File: config.mk
export PLATFORM = sky130hd
export DESIGN_NAME = unified_mem_arbiter_flat
export DESIGN_NICKNAME = d
export VERILOG_FILES = /design/src/rtl/unified_mem_arbiter_pkg.sv /design/src/rtl/unified_mem_arbiter_if.sv /design/src/rtl/unified_mem_arbiter_arb_pick.sv /design/src/rtl/unified_mem_arbiter.sv /design/src/flat_wrapper.sv
export SDC_FILE = /design/constraint.sdc
export NUM_CORES = 1
export LEC_CHECK = 0
export CAP_MARGIN = 20
export CORE_ASPECT_RATIO = 0.6
export CORE_MARGIN = 3
export CORE_UTILIZATION = 42
export CTS_CLUSTER_SIZE = 12
export DETAILED_ROUTE_END_ITERATION = 8
export GPL_TIMING_DRIVEN = 0
export PLACE_DENSITY = 0.74
export SYNTH_ARGS = -nofsm -noshare
export SYNTH_HDL_FRONTEND = slang
export SYNTH_SLANG_ARGS = --single-unit
File: constraint.sdc
create_clock -name clk -period 3.5 [get_ports clk]
set_input_delay 0.525 -clock clk [delete_from_list [all_inputs] [get_ports clk]]
set_output_delay 0.525 -clock clk [all_outputs]
set_load 0.01 [all_outputs]
File: src/rtl/unified_mem_arbiter_pkg.sv
// -----------------------------------------------------------------------------
// mips_mem_pkg
// Shared types and constants for the unified byte-wide memory arbiter.
//   arb_state_t    : transfer FSM states (IDLE, XFER, LAST, RESP)
//   OWNER_IF/DM    : encoding of which requester owns the current transfer
//   BYTES_PER_WORD : beats per 32-bit access
//   word_byte()    : little-endian byte lane extraction from a 32-bit word
// -----------------------------------------------------------------------------
package mips_mem_pkg;

  typedef enum logic [1:0] {
    IDLE = 2'd0,
    XFER = 2'd1,
    LAST = 2'd2,
    RESP = 2'd3
  } arb_state_t;

  localparam logic OWNER_IF = 1'b0;
  localparam logic OWNER_DM = 1'b1;

  localparam int BYTES_PER_WORD = 4;

  // Byte idx of a word, little-endian: idx 0 is bits [7:0].
  function automatic logic [7:0] word_byte(input logic [31:0] w, input logic [1:0] idx);
    return w[{idx, 3'b000} +: 8];
  endfunction

endpackage

File: src/rtl/unified_mem_arbiter_if.sv
// -----------------------------------------------------------------------------
// unified_mem_arbiter_if
// Bundles the fetch port, the data-stage port and the byte-wide memory port.
//   slave  : arbiter view (takes requests and mem_rdata, drives responses and
//            the memory beat signals)
//   master : environment view (requesters plus the memory itself)
// -----------------------------------------------------------------------------
interface unified_mem_arbiter_if #(
  parameter int ADDR_W = 8
) ();

  // Instruction fetch (read-only)
  logic              if_req;
  logic [31:0]       if_addr;
  logic [31:0]       if_rdata;
  logic              if_done;

  // Data stage (read/write)
  logic              dm_req;
  logic              dm_we;
  logic [31:0]       dm_addr;
  logic [31:0]       dm_wdata;
  logic [31:0]       dm_rdata;
  logic              dm_done;

  // Byte-wide synchronous-read memory
  logic              mem_en;
  logic              mem_we;
  logic [ADDR_W-1:0] mem_addr;
  logic [7:0]        mem_wdata;
  logic [7:0]        mem_rdata;

  modport slave (
    input  if_req, if_addr,
    output if_rdata, if_done,
    input  dm_req, dm_we, dm_addr, dm_wdata,
    output dm_rdata, dm_done,
    output mem_en, mem_we, mem_addr, mem_wdata,
    input  mem_rdata
  );

  modport master (
    output if_req, if_addr,
    input  if_rdata, if_done,
    output dm_req, dm_we, dm_addr, dm_wdata,
    input  dm_rdata, dm_done,
    input  mem_en, mem_we, mem_addr, mem_wdata,
    output mem_rdata
  );

endinterface

File: src/rtl/unified_mem_arbiter_arb_pick.sv
// -----------------------------------------------------------------------------
// arb_pick
// Chooses which requester gets the memory when the arbiter is idle and keeps
// the data-stage streak counter that stops fetch from starving.
//   clk, reset : clock and synchronous active-high reset
//   pick_en    : arbiter is idle and may grant this cycle
//   if_req     : fetch request
//   dm_req     : data-stage request
//   gnt_valid  : a grant happens this cycle
//   gnt_owner  : OWNER_IF or OWNER_DM (meaningful with gnt_valid)
// -----------------------------------------------------------------------------
module arb_pick
  import mips_mem_pkg::*;
#(
  parameter int MAX_DM_STREAK = 2
) (
  input  logic clk,
  input  logic reset,
  input  logic pick_en,
  input  logic if_req,
  input  logic dm_req,
  output logic gnt_valid,
  output logic gnt_owner
);

  localparam int SW = (MAX_DM_STREAK < 1) ? 1 : $clog2(MAX_DM_STREAK + 1);
  localparam logic [SW-1:0] STREAK_MAX = SW'(MAX_DM_STREAK);

  logic [SW-1:0] streak_q, streak_d;

  always_comb begin
    gnt_valid = pick_en & (if_req | dm_req);
    // Data stage normally wins a tie; once it has won MAX_DM_STREAK times
    // in a row, fetch gets the next tie.
    if (if_req && dm_req) begin
      gnt_owner = (streak_q == STREAK_MAX) ? OWNER_IF : OWNER_DM;
    end else begin
      gnt_owner = dm_req ? OWNER_DM : OWNER_IF;
    end

    streak_d = streak_q;
    if (gnt_valid) begin
      if (gnt_owner == OWNER_DM) begin
        streak_d = (streak_q == STREAK_MAX) ? streak_q : streak_q + 1'b1;
      end else begin
        streak_d = '0;
      end
    end
  end

  always_ff @(posedge clk) begin
    if (reset) begin
      streak_q <= '0;
    end else begin
      streak_q <= streak_d;
    end
  end

endmodule

File: src/rtl/unified_mem_arbiter.sv
// -----------------------------------------------------------------------------
// unified_mem_arbiter
// Shares one byte-wide synchronous-read memory between instruction fetch and
// the data stage. Each 32-bit access is serialised into four little-endian
// byte beats; the owner receives a one-cycle done pulse.
//   clk   : rising-edge clock
//   reset : synchronous, active-high
//   bus   : slave modport of unified_mem_arbiter_if (fetch, data, memory)
//   busy  : a transfer is in progress (FSM not idle)
// Timing: request seen in idle cycle t -> beats t+1..t+4 -> byte 3 captured
// in t+5 -> done in t+6 -> idle again in t+7.
// -----------------------------------------------------------------------------
module unified_mem_arbiter
  import mips_mem_pkg::*;
#(
  parameter int ADDR_W        = 8,
  parameter int MAX_DM_STREAK = 2
) (
  input  logic                  clk,
  input  logic                  reset,
  unified_mem_arbiter_if.slave  bus,
  output logic                  busy
);

  arb_state_t        state_q, state_d;
  logic [1:0]        beat_q, beat_d;
  logic              owner_q, owner_d;
  logic              we_q, we_d;
  logic [ADDR_W-1:0] addr_q, addr_d;
  logic [31:0]       wdata_q, wdata_d;
  logic [23:0]       rbuf_q, rbuf_d;
  logic [31:0]       if_rdata_q, if_rdata_d;
  logic [31:0]       dm_rdata_q, dm_rdata_d;
  logic              if_done_q, if_done_d;
  logic              dm_done_q, dm_done_d;
  logic              mem_en_q, mem_en_d;
  logic              mem_we_q, mem_we_d;
  logic [ADDR_W-1:0] mem_addr_q, mem_addr_d;
  logic [7:0]        mem_wdata_q, mem_wdata_d;

  logic gnt_valid, gnt_owner;

  // Requester addresses wider than the memory are truncated on purpose.
  logic unused_addr_hi;
  assign unused_addr_hi = ^{bus.if_addr[31:ADDR_W], bus.dm_addr[31:ADDR_W]};

  arb_pick #(
    .MAX_DM_STREAK (MAX_DM_STREAK)
  ) u_pick (
    .clk       (clk),
    .reset     (reset),
    .pick_en   (state_q == IDLE),
    .if_req    (bus.if_req),
    .dm_req    (bus.dm_req),
    .gnt_valid (gnt_valid),
    .gnt_owner (gnt_owner)
  );

  always_comb begin
    state_d     = state_q;
    beat_d      = beat_q;
    owner_d     = owner_q;
    we_d        = we_q;
    addr_d      = addr_q;
    wdata_d     = wdata_q;
    rbuf_d      = rbuf_q;
    if_rdata_d  = if_rdata_q;
    dm_rdata_d  = dm_rdata_q;
    if_done_d   = 1'b0;
    dm_done_d   = 1'b0;
    mem_en_d    = 1'b0;
    mem_we_d    = 1'b0;
    mem_addr_d  = mem_addr_q;
    mem_wdata_d = mem_wdata_q;

    unique case (state_q)
      IDLE: begin
        if (gnt_valid) begin
          owner_d = gnt_owner;
          if (gnt_owner == OWNER_DM) begin
            addr_d  = bus.dm_addr[ADDR_W-1:0];
            we_d    = bus.dm_we;
            wdata_d = bus.dm_wdata;
          end else begin
            addr_d  = bus.if_addr[ADDR_W-1:0];
            we_d    = 1'b0;
            wdata_d = '0;
          end
          state_d     = XFER;
          beat_d      = 2'd0;
          // Beat outputs are registered, so beat 0 is set up here.
          mem_en_d    = 1'b1;
          mem_we_d    = we_d;
          mem_addr_d  = addr_d;
          mem_wdata_d = word_byte(wdata_d, 2'd0);
        end
      end

      XFER: begin
        // Read data lags its beat by one cycle: beat b-1's byte arrives now.
        if (beat_q != 2'd0) begin
          rbuf_d[{beat_q - 2'd1, 3'b000} +: 8] = bus.mem_rdata;
        end
        if (beat_q == 2'd3) begin
          state_d = LAST;
        end else begin
          beat_d      = beat_q + 2'd1;
          mem_en_d    = 1'b1;
          mem_we_d    = we_q;
          mem_addr_d  = addr_q + ADDR_W'(beat_d);
          mem_wdata_d = word_byte(wdata_q, beat_d);
        end
      end

      LAST: begin
        state_d = RESP;
        // Commit the whole word at once so the owner's rdata never shows a
        // partially assembled value.
        if (!we_q) begin
          if (owner_q == OWNER_DM) begin
            dm_rdata_d = {bus.mem_rdata, rbuf_q};
          end else begin
            if_rdata_d = {bus.mem_rdata, rbuf_q};
          end
        end
        if (owner_q == OWNER_DM) begin
          dm_done_d = 1'b1;
        end else begin
          if_done_d = 1'b1;
        end
      end

      RESP: begin
        state_d = IDLE;
      end

      default: begin
        state_d = IDLE;
      end
    endcase
  end

  always_ff @(posedge clk) begin
    if (reset) begin
      state_q     <= IDLE;
      beat_q      <= 2'd0;
      owner_q     <= OWNER_IF;
      we_q        <= 1'b0;
      if_rdata_q  <= '0;
      dm_rdata_q  <= '0;
      if_done_q   <= 1'b0;
      dm_done_q   <= 1'b0;
      mem_en_q    <= 1'b0;
      mem_we_q    <= 1'b0;
      mem_addr_q  <= '0;
      mem_wdata_q <= '0;
    end else begin
      state_q     <= state_d;
      beat_q      <= beat_d;
      owner_q     <= owner_d;
      we_q        <= we_d;
      addr_q      <= addr_d;
      wdata_q     <= wdata_d;
      rbuf_q      <= rbuf_d;
      if_rdata_q  <= if_rdata_d;
      dm_rdata_q  <= dm_rdata_d;
      if_done_q   <= if_done_d;
      dm_done_q   <= dm_done_d;
      mem_en_q    <= mem_en_d;
      mem_we_q    <= mem_we_d;
      mem_addr_q  <= mem_addr_d;
      mem_wdata_q <= mem_wdata_d;
    end
  end

  assign bus.if_rdata  = if_rdata_q;
  assign bus.if_done   = if_done_q;
  assign bus.dm_rdata  = dm_rdata_q;
  assign bus.dm_done   = dm_done_q;
  assign bus.mem_en    = mem_en_q;
  assign bus.mem_we    = mem_we_q;
  assign bus.mem_addr  = mem_addr_q;
  assign bus.mem_wdata = mem_wdata_q;
  assign busy          = (state_q != IDLE);

endmodule
File: src/flat_wrapper.sv
// flat-port wrapper written by rule: the top's interface ports become plain ports
module unified_mem_arbiter_flat import mips_mem_pkg::*;
#(
  parameter int ADDR_W        = 8,
  parameter int MAX_DM_STREAK = 2
)
  (clk, reset, busy, bus_if_req, bus_if_addr, bus_if_rdata, bus_if_done, bus_dm_req, bus_dm_we, bus_dm_addr, bus_dm_wdata, bus_dm_rdata, bus_dm_done, bus_mem_en, bus_mem_we, bus_mem_addr, bus_mem_wdata, bus_mem_rdata);
  unified_mem_arbiter_if #(.ADDR_W(ADDR_W)) bus_i ();
  input  logic clk;
  input  logic reset;
  output logic busy;
  input wire logic [$bits(bus_i.if_req)-1:0] bus_if_req;
  input wire logic [$bits(bus_i.if_addr)-1:0] bus_if_addr;
  output wire logic [$bits(bus_i.if_rdata)-1:0] bus_if_rdata;
  output wire logic [$bits(bus_i.if_done)-1:0] bus_if_done;
  input wire logic [$bits(bus_i.dm_req)-1:0] bus_dm_req;
  input wire logic [$bits(bus_i.dm_we)-1:0] bus_dm_we;
  input wire logic [$bits(bus_i.dm_addr)-1:0] bus_dm_addr;
  input wire logic [$bits(bus_i.dm_wdata)-1:0] bus_dm_wdata;
  output wire logic [$bits(bus_i.dm_rdata)-1:0] bus_dm_rdata;
  output wire logic [$bits(bus_i.dm_done)-1:0] bus_dm_done;
  output wire logic [$bits(bus_i.mem_en)-1:0] bus_mem_en;
  output wire logic [$bits(bus_i.mem_we)-1:0] bus_mem_we;
  output wire logic [$bits(bus_i.mem_addr)-1:0] bus_mem_addr;
  output wire logic [$bits(bus_i.mem_wdata)-1:0] bus_mem_wdata;
  input wire logic [$bits(bus_i.mem_rdata)-1:0] bus_mem_rdata;
  assign bus_i.if_req = bus_if_req;
  assign bus_i.if_addr = bus_if_addr;
  assign bus_if_rdata = bus_i.if_rdata;
  assign bus_if_done = bus_i.if_done;
  assign bus_i.dm_req = bus_dm_req;
  assign bus_i.dm_we = bus_dm_we;
  assign bus_i.dm_addr = bus_dm_addr;
  assign bus_i.dm_wdata = bus_dm_wdata;
  assign bus_dm_rdata = bus_i.dm_rdata;
  assign bus_dm_done = bus_i.dm_done;
  assign bus_mem_en = bus_i.mem_en;
  assign bus_mem_we = bus_i.mem_we;
  assign bus_mem_addr = bus_i.mem_addr;
  assign bus_mem_wdata = bus_i.mem_wdata;
  assign bus_i.mem_rdata = bus_mem_rdata;
  unified_mem_arbiter #(.ADDR_W(ADDR_W), .MAX_DM_STREAK(MAX_DM_STREAK)) u_core (.clk(clk), .reset(reset), .bus(bus_i), .busy(busy));
endmodule
==> qor.yml <==
status: "complete, no violations"
syn_area_um2: 6390
worstHoldStart: "u_core.bus.if_rdata[21]$_SDFFE_PP0P_"
fillers: 1214
synth-edff-count: 64
max_freq_ghz: 0.357
htree_levels: 4
hold_path_depth: 2
rows: 34
cts_tree: "yes"
syn_inst: 603
dp_hpwl_um: 13000
finalClockSkew_ns: 0.00926
rsz0062_at_grt: "false"
port_buffers: 144
initial_utilization: 0.435
die_area_um2: 16800
ys_seq_area_frac: 0.589
postCtsHoldBufs: 0
clk_pin_slew_ns: 0.07
hold_path_class: "reg -> reg"
cp.required_ns: 3.79
relSlewSlack: 0.484
worstPathArrival_ns: 3.09
hold_violations: 0
stdcell_count: 978
synth_async_sr_flop_share: 0
slowest_stage: "nor3b_1"
yosys_warnings: 0
overflow: 0
wl_um: 17300
irDropWorstVdd_uv: 385
clockBufferDepth: 2
gp_congestion: 0.853
end_kind: "flop"
clk_latency_ns: 0.42
critical_path.startpoint: "u_core.beat_q[0]$_SDFFE_PP0P_"
grt_pass1_wl_um: 26900
place_inst: 946
grt_pass1_vias: 5025
syn_to_final_growth_pct: 36.4
ys_seq_elements: 156
worst_slack_ns: 0.695
cp_cell_sequence: "buf_6, inv_1, ha_1, buf_2, nor3b_1, and2_1"
fin_crit_ns: 2.80
cp-start-kind: "flop"
avgSynthCellArea_um2: 10.6
p_per_area_nw_per_um2: 719
reg2reg_slack_ns: 0.70
grt_antenna_before_repair: 0
dr.pass1.iters: 5
worstMarginPinSlew_ns: 0.773
drt-wirelength-per-cell_um: 17.7
tns_ns: 0
clock_sinks: 156
dr_wl_met2_um: 7620
max_cap_violations: 0
hold_path_end: "u_core.bus.if_rdata[21]$_SDFFE_PP0P_"
yosysUniqueCellTypes: 46
layout-drive-gt1-share: 0.0936
insertedDiodeCount: 0
drc: 0
worst-path-max-fanout: 10
fin_nets: 889
cts_made_buffers: 17
clockRootBuffer: "clkbuf_16"
wl_met3_um: 1370
final_max_slew_viol_count: 0
synth_nets: 725
synth-main-ff-cell: "dfxtp_1"
r2r-start: "u_core.beat_q[0]$_SDFFE_PP0P_"
p_leak_uw: 0.00305
design.core.area_um2: 14700
postCtsSetupRepairBufs: 0
post_cts_resized: 0
drt-met1-wl_um: 8160
highest_layer: "met4"
grt_max_degree: 22
period_share: 0.801
fp.dieH_um: 102
track_usage: 0.210
cpPeakStageDelay_ns: 0.68
crit_type: "reg -> reg"
preCtsSetupSlack_ns: 0.698
worstReg2RegEnd: "u_core.rbuf_q[10]$_DFFE_PP_"
ios: 194
vias_per_cell: 5.16
vias: 5046
worstRegToRegCells: 6
die_width_um: 165
antenna_left: 0
setup_viol: 0
drtIter0Drc: 379
-- kinds of logic after synthesis --
family | after synthesis | synth area share
muxes | 17 | 0.0486
DFF | 156 | 0.589
and+or+nand+nor | 267 | 0.201
AOI/OAI and AO/OA | 101 | 0.0946
xor gates and xnor gates | 5 | 0.00685
adders and majority gates | 13 | 0.0266
buffers and inverters | 44 | 0.0339
-- synth_stat cells, types with 2 or more instances --
cell type | number | share of area
ha_1 | 12 | 0.023
a311oi_1 | 6 | 0.0082
buf_6 | 4 | 0.0070
xor2_1 | 4 | 0.0055
nor2b_1 | 2 | 0.0020
buf_2 | 11 | 0.0086
mux2_2 | 3 | 0.0053
and2_4 | 2 | 0.0027
mux4_1 | 3 | 0.012
o21ai_0 | 3 | 0.0023
mux2_4 | 5 | 0.012
a311oi_2 | 2 | 0.0047
dfxtp_1 | 92 | 0.29
clkbuf_1 | 21 | 0.012
edfxtp_1 | 64 | 0.30
buf_4 | 2 | 0.0023
inv_1 | 6 | 0.0035
nand4_1 | 2 | 0.0020
nor2_1 | 15 | 0.0088
nand2b_1 | 12 | 0.012
nor3_1 | 2 | 0.0016
nand2_1 | 150 | 0.088
nand3b_1 | 6 | 0.0070
mux4_2 | 5 | 0.018
and3b_1 | 2 | 0.0027
o211ai_1 | 8 | 0.0094
nand3_1 | 8 | 0.0063
and2_1 | 56 | 0.055
a21oi_1 | 75 | 0.059
nor3b_1 | 3 | 0.0035
and3_1 | 2 | 0.0020
-- cells in the final DEF, fill, tap and decap left out, types with 8 or more instances in the layout --
cell | synthesis | routed
a21oi_1 | 75 | 75
and2_1 | 56 | 56
buf_2 | 11 | 11
clkbuf_1 | 21 | 21
clkbuf_16 | 0 | 17
clkdlybuf4s50_1 | 0 | 144
dfxtp_1 | 92 | 92
edfxtp_1 | 64 | 64
ha_1 | 12 | 12
nand2_1 | 150 | 150
nand2b_1 | 12 | 12
nand3_1 | 8 | 8
nor2_1 | 15 | 14
o211ai_1 | 8 | 8
-- flip-flops by register name, indices dropped and copies added (netlist names), 2 cells and up --
register,cells
u_core.addr_q,8
u_core.beat_q,2
u_core.bus.dm_rdata,32
u_core.bus.if_rdata,32
u_core.bus.mem_addr,8
u_core.bus.mem_wdata,8
u_core.rbuf_q,24
u_core.state_q,2
u_core.u_pick.streak_q,2
u_core.wdata_q,32
-- routing by layer --
| layer | global-route usage | vias to the layer above |
|---|---|---|
| met5 | 0 | - |
| met4 | 0.0509 | 0 |
| met3 | 0.0605 | 15 |
| met2 | 0.311 | 182 |
| met1 | 0.305 | 2443 |
| li1 | - | 2406 |
-- through the flow --
step	hold WS (ns)	instance area, µm²	power [µW]	utilization
floorplan	0.432	6390	3550	-
global placement	0.443	8080	4310	0.551
detailed placement	0.449	8120	4400	0.553
CTS	0.457	8720	6270	0.594
global route	0.477	8720	6580	0.594
finish	0.457	8720	6260	0.594
-- final cells by class --
type                       instances  area (µm²)  area share
sequential                       156        3760       0.432
multi-input combinational        403        2420       0.277
timing repair buffer             145        1470       0.169
clock buffer                      17         425      0.0488
tap                              198         248      0.0284
buffer                            38         194      0.0223
clock inverter                    15         175      0.0201
inverter                           6        22.5     0.00258
-- how the worst max path moves through the flow --
stage                             endpoint  slack [ns]  depth (start not counted)
2_1_floorplan   u_core.addr_q[0]$_DFFE_PP_        0.28                          5
3_3_place_gp    u_core.addr_q[7]$_DFFE_PP_       -0.68                          4
3_5_place_dp   u_core.rbuf_q[11]$_DFFE_PP_        0.70                          6
4_1_cts         u_core.rbuf_q[8]$_DFFE_PP_        0.67                          6
5_1_grt        u_core.rbuf_q[12]$_DFFE_PP_        0.49                          6
6_report       u_core.rbuf_q[10]$_DFFE_PP_        0.70                          6
-- power breakdown --
part / internal [µW] / switching [µW]
Sequential: 2230 / 178
Clock: 1080 / 799
Combinational: 906 / 1070
Total: 4220 / 2050
-- critical path, delay by kind of cell (launching register included) --
kind	cells	cell delay, ns
simple gates	2	0.91
fa+ha+maj	1	0.46
flops	1	0.57
buf+inv	3	0.74
(Power assumes the default switching activity.)
